`src/rtl/sap_controller.sv`:
```
`default_nettype none
// ============================================================================
//  Module      : sap_controller
//  Description : SAP-1 control sequencer. A T-state counter plus a microcode
//                decoder that drives every bus control line of the machine.
//                Controls are combinational from the current step, so the
//                datapath latches each control word on the next rising edge.
//  Revision    : 1.0 - initial release
// ----------------------------------------------------------------------------
//  Parameters
//    NUM_STEPS   T-states per instruction (5..8)
//    EARLY_END   1: return to T0 after the opcode's last micro-op
//                0: always run all NUM_STEPS steps
//  Ports
//    clk         system clock, rising edge
//    reset       asynchronous, active-low
//    run         1: sequencer advances; 0: hold step, controls forced 0
//    opcode      IR[7:4]
//    carry_flag  registered ALU carry
//    zero_flag   registered ALU zero
//    tstate      current step, binary
//    halted      HLT has executed (cleared only by reset)
//    pc_out, pc_inc, pc_jump, mar_in, ram_out, ram_in, ir_in, ir_out,
//    a_in, a_out, b_in, alu_out, alu_sub, flags_in, out_in
//                bus / register control lines
// ============================================================================
module sap_controller #(
    parameter int NUM_STEPS = 5,
    parameter bit EARLY_END = 1'b1
) (
    input  logic       clk,
    input  logic       reset,
    input  logic       run,
    input  logic [3:0] opcode,
    input  logic       carry_flag,
    input  logic       zero_flag,
    output logic [2:0] tstate,
    output logic       halted,
    output logic       pc_out,
    output logic       pc_inc,
    output logic       pc_jump,
    output logic       mar_in,
    output logic       ram_out,
    output logic       ram_in,
    output logic       ir_in,
    output logic       ir_out,
    output logic       a_in,
    output logic       a_out,
    output logic       b_in,
    output logic       alu_out,
    output logic       alu_sub,
    output logic       flags_in,
    output logic       out_in
);

    localparam logic [2:0] c_T0 = 3'd0;
    localparam logic [2:0] c_T1 = 3'd1;
    localparam logic [2:0] c_T2 = 3'd2;
    localparam logic [2:0] c_T3 = 3'd3;
    localparam logic [2:0] c_T4 = 3'd4;
    localparam logic [2:0] c_T_FINAL = 3'(NUM_STEPS - 1);

    localparam logic [3:0] c_OP_LDA = 4'h1;
    localparam logic [3:0] c_OP_ADD = 4'h2;
    localparam logic [3:0] c_OP_SUB = 4'h3;
    localparam logic [3:0] c_OP_STA = 4'h4;
    localparam logic [3:0] c_OP_LDI = 4'h5;
    localparam logic [3:0] c_OP_JMP = 4'h6;
    localparam logic [3:0] c_OP_JC  = 4'h7;
    localparam logic [3:0] c_OP_JZ  = 4'h8;
    localparam logic [3:0] c_OP_OUT = 4'hE;
    localparam logic [3:0] c_OP_HLT = 4'hF;

    logic [2:0] r_tstate;
    logic       r_halted;
    logic       w_advance;   // sequencer allowed to move this cycle
    logic       w_drive;     // control lines allowed to assert
    logic [2:0] w_last_step;
    logic       w_wrap;

    assign tstate = r_tstate;
    assign halted = r_halted;

    assign w_advance = run & ~r_halted;
    // Gating with reset keeps every control low for the whole time reset is
    // held, independent of the clock.
    assign w_drive   = reset & w_advance;

    always_comb begin
        w_last_step = c_T2;
        case (opcode)
            c_OP_ADD, c_OP_SUB: w_last_step = c_T4;
            c_OP_LDA, c_OP_STA: w_last_step = c_T3;
            default:            w_last_step = c_T2;
        endcase
    end

    assign w_wrap = (EARLY_END && (r_tstate == w_last_step)) ||
                    (r_tstate == c_T_FINAL);

    always_ff @(posedge clk or negedge reset) begin
        if (!reset) begin
            r_tstate <= c_T0;
            r_halted <= 1'b0;
        end else if (w_advance) begin
            if ((r_tstate == c_T2) && (opcode == c_OP_HLT)) begin
                // Machine freezes in T2; only reset leaves this state.
                r_halted <= 1'b1;
            end else if (w_wrap) begin
                r_tstate <= c_T0;
            end else begin
                r_tstate <= r_tstate + 3'd1;
            end
        end
    end

    always_comb begin
        pc_out   = 1'b0;
        pc_inc   = 1'b0;
        pc_jump  = 1'b0;
        mar_in   = 1'b0;
        ram_out  = 1'b0;
        ram_in   = 1'b0;
        ir_in    = 1'b0;
        ir_out   = 1'b0;
        a_in     = 1'b0;
        a_out    = 1'b0;
        b_in     = 1'b0;
        alu_out  = 1'b0;
        alu_sub  = 1'b0;
        flags_in = 1'b0;
        out_in   = 1'b0;
        if (w_drive) begin
            case (r_tstate)
                c_T0: begin
                    pc_out = 1'b1;
                    mar_in = 1'b1;
                end
                c_T1: begin
                    ram_out = 1'b1;
                    ir_in   = 1'b1;
                    pc_inc  = 1'b1;
                end
                c_T2: begin
                    case (opcode)
                        c_OP_LDA, c_OP_ADD, c_OP_SUB, c_OP_STA: begin
                            ir_out = 1'b1;
                            mar_in = 1'b1;
                        end
                        c_OP_LDI: begin
                            ir_out = 1'b1;
                            a_in   = 1'b1;
                        end
                        c_OP_JMP: begin
                            ir_out  = 1'b1;
                            pc_jump = 1'b1;
                        end
                        c_OP_JC: begin
                            ir_out  = carry_flag;
                            pc_jump = carry_flag;
                        end
                        c_OP_JZ: begin
                            ir_out  = zero_flag;
                            pc_jump = zero_flag;
                        end
                        c_OP_OUT: begin
                            a_out  = 1'b1;
                            out_in = 1'b1;
                        end
                        default: ;
                    endcase
                end
                c_T3: begin
                    case (opcode)
                        c_OP_LDA: begin
                            ram_out = 1'b1;
                            a_in    = 1'b1;
                        end
                        c_OP_ADD, c_OP_SUB: begin
                            ram_out = 1'b1;
                            b_in    = 1'b1;
                            alu_sub = (opcode == c_OP_SUB);
                        end
                        c_OP_STA: begin
                            a_out  = 1'b1;
                            ram_in = 1'b1;
                        end
                        default: ;
                    endcase
                end
                c_T4: begin
                    if ((opcode == c_OP_ADD) || (opcode == c_OP_SUB)) begin
                        alu_out  = 1'b1;
                        a_in     = 1'b1;
                        flags_in = 1'b1;
                        alu_sub  = (opcode == c_OP_SUB);
                    end
                end
                default: ;
            endcase
        end
    end

endmodule
`default_nettype wire

```
`config.mk`:
```
export PLATFORM = sky130hd
export DESIGN_NAME = sap_controller
export DESIGN_NICKNAME = d
export VERILOG_FILES = /design/src/rtl/sap_controller.sv
export SDC_FILE = /design/constraint.sdc
export NUM_CORES = 1
export LEC_CHECK = 0
export BUFFER_PORTS_ARGS = -buffer_cell sky130_fd_sc_hd__buf_2
export CAP_MARGIN = 20
export CORE_UTILIZATION = 46
export DETAILED_ROUTE_END_ITERATION = 12
export PLACE_DENSITY = 0.77
export SYNTH_ARGS = -nofsm -noshare
export SYNTH_HDL_FRONTEND = slang
export SYNTH_SLANG_ARGS = --single-unit
export TNS_END_PERCENT = 5
```
`constraint.sdc`:
```
create_clock -name clk -period 2.4 [get_ports clk]
set_input_delay 0.48 -clock clk [delete_from_list [all_inputs] [get_ports clk]]
set_output_delay 0.48 -clock clk [all_outputs]
set_load 0.02 [all_outputs]
```
==> reports/qor.yml <==
worst_setup_path:
  setup.reg_to_reg.worst_slack_ns: 0.73
  timing.rr.end: "tstate[2]"
  critPathLaunchType: "register"
  cp_num_buf_inv: 2
  r2r_cells: 5
  critPathMaxFanout: 6
  cp.required_ns: 1.92
  path_class: "register to output pin"
  r2r-start: "tstate[0]"
  crit_chain: "inv_1 > ha_4 > nor2b_4 > mux2i_1 > o32ai_1 > o311a_1 > buf_2"
  timing.critical_path.slowest_stage_cell: "dfrtp_2"
  worst_path_max_stage_delay_ns: 0.44
  cp_data_arrival_time_ns: 1.85
  crit_path_end_kind: "output pin"
  timing.critical_path.max_delay_family: "flip-flops"
placement:
  pre_cts_ws_ns: 0.2298
  post_dp_hpwl_mm: 1.248
  gpl.final_weighted_congestion: 0.7813
  post-place-cells: 124
  port-buffer-count: 27
sta:
  timing_worst_slew_pin_value_ns: 0.3049
  period_needed_ns: 2.335
  hold_ws_ns: 0.06185
  max_slew_margin_pct: 79.52
  final-max-slew-violation-count: 0
  final_worst_slack_ns: 0.06504
  final-hold-violation-count: 0
  fin_crit_sh_pct: 97.29
  finalSetupViolCount: 0
  fmax_mhz: 428.3
  fin_clk_skew_ns: 0.006158
layout:
  instances_no_fill: 129
  layout.nets: 130
  area_growth_pct: 24.54
  final_layout_size_suffix_gt1_share_pct: 38.60
  antenna_cells: 0
  final_core_occ_pct: 62.85
logic_synthesis:
  synth-edff-count: 0
  postSynth.asyncResetShare_pct: 100.0
  synth_cell_types: 39
  synth.net_count: 102
  yosys-top-cells-area: "dfrtp_1, ha_1, nand3b_4, inv_1, nand2_1"
  yosysSeqAreaShare_pct: 14.87
  top_cell_type_by_total_area_after_synthesis: "dfrtp_1"
  dominantRegCellSynth: "dfrtp_1"
  synth-seq-cells: 4
  yosysWarningCount: 0
  post-synth-top-area-fraction_pct: 14.87
  syn-instance-count: 88
  post_synth_instance_area_um2: 673.1
  syn_area_per_cell_um2: 7.649
  yosys-top-cells-count: "inv_1, nand2_1, nor2_1"
die:
  die_x_um: 40.26
  die-height_um: 40.26
  dieArea_mm2: 0.001620
  floorplan.io_pins: 28
  placementRows: 13
  start_util_pct: 50.47
  coreArea_mm2: 0.001334
global_route:
  overflow: 0
  grt_first_pass_wirelength_mm: 2.490
  grt_pass1_vias: 541
  grt_antenna_before_repair: 0
  grt_start_max_net_pins: 13
  grt_usage_pct: 23.60
clock_tree:
  cts_inserted_buffers: 3
  tritoncts_num_sinks: 4
  clkTransAtPathRegs_ns: 0.04
  clock_tree.buffer_depth: 2
  ctsHoldBuffers: 0
  tritoncts: "yes"
  htree_num_levels: 1
  clock_latency_ns: 0.23
  root_buffer: "clkbuf_4"
routing:
  post_detailed_route_count_of_antenna_violating_nets: 0
  first_pass_iters: 4
  viasPerCell: 5.589
  detailroute.via_count: 721
  finalWirelength_mm: 1.719
  drt_drc_violations_left: 0
  drt_iter0_markers: 20
  avgRoutedWirePerCell_um: 13.33
min_path:
  worst_hold_path_type: "input port to asynchronous set/reset pin"
pwr:
  power_per_cell_area_mw_per_mm2: 851.9
  vdd_ir_drop_max_uv: 677.0
  total_leakage_power_nw: 0.4600
  total_power_mw: 0.7142
job:
  maxCapViolCount: 0
run_status:
  run_status: "complete, no violations"
power by group:
part           leakage [nW]  internal, mW  switching [mW]
combinational         0.397         0.202           0.289
sequential           0.0489         0.101          0.0403
clock                0.0138        0.0558          0.0257
total                 0.460         0.359           0.355
final cells by class:
class	count	area [um2]
flip-flops and latches	4	102.6
clock buffers	3	22.52
fillers	129	495.5
repair buffers	30	157.7
multi-input cells	68	503.0
inverters	9	33.78
well taps	15	18.77
metrics by stage:
stage          instance area (um2)  setup TNS, ns
3_5_place_dp                 785.8              0
6_report                     838.3              0
2_1_floorplan                673.1              0
4_1_cts                      809.5              0
3_3_place_gp                 785.8              0
5_1_grt                      838.3     -0.0009324
sequential cells by signal, summed over array words and instances, names as in the netlist:
signal  cells
tstate      3
halted      1
routing by layer:
| metal | vias up | track usage, % | part of all wire [%] |
|---|---|---|---|
| li1 | 358 | - | - |
| met1 | 328 | 33.22 | 44 |
| met3 | 4 | 5.000 | 5.9 |
| met4 | 0 | 10.00 | 1.5 |
| met2 | 31 | 34.27 | 48 |
| met5 | - | 0 | 0 |
cells in the final DEF (no fill, tap or decap), drive strengths merged, types with 3 or more instances in the layout:
master,n
buf,30
nand2b,4
dfrtp,4
nor2,9
clkbuf,3
nor3,3
inv,9
nor4,3
a21oi,3
o21ai,3
nand2,9
and3,3
ha,5
logic make-up (layout without fill, tap and decap cells):
logic type | after synthesis | count (layout) | share of synthesized area (%)
multiplexers | 2 | 2 | 3.160
flip-flops | 4 | 4 | 14.87
buffers and inverters | 16 | 42 | 12.27
XOR/XNOR | 2 | 2 | 2.603
AND/OR/NAND/NOR | 43 | 43 | 41.45
adder cells (fa/ha/maj) | 5 | 5 | 9.294
AO/OA/AOI/OAI | 16 | 16 | 16.36
timing repair:
item / 4_1_cts / 5_1_grt
gates resized for setup: 1 / 3
setup endpoints to repair: 1 / 2
setup buffers: 0 / 2
worst max path at each step:
| stage | start | endpoint | depth (start not counted) |
|---|---|---|---|
| after floorplan | tstate[0] | ir_out | 4 |
| after detailed placement | tstate[0] | a_in | 7 |
| final | tstate[0] | a_in | 7 |
| after global placement | opcode[1] | alu_sub | 5 |
| after global routing | tstate[0] | a_in | 7 |
| after CTS | tstate[0] | a_in | 7 |
Power figures use the tool's default switching activity.
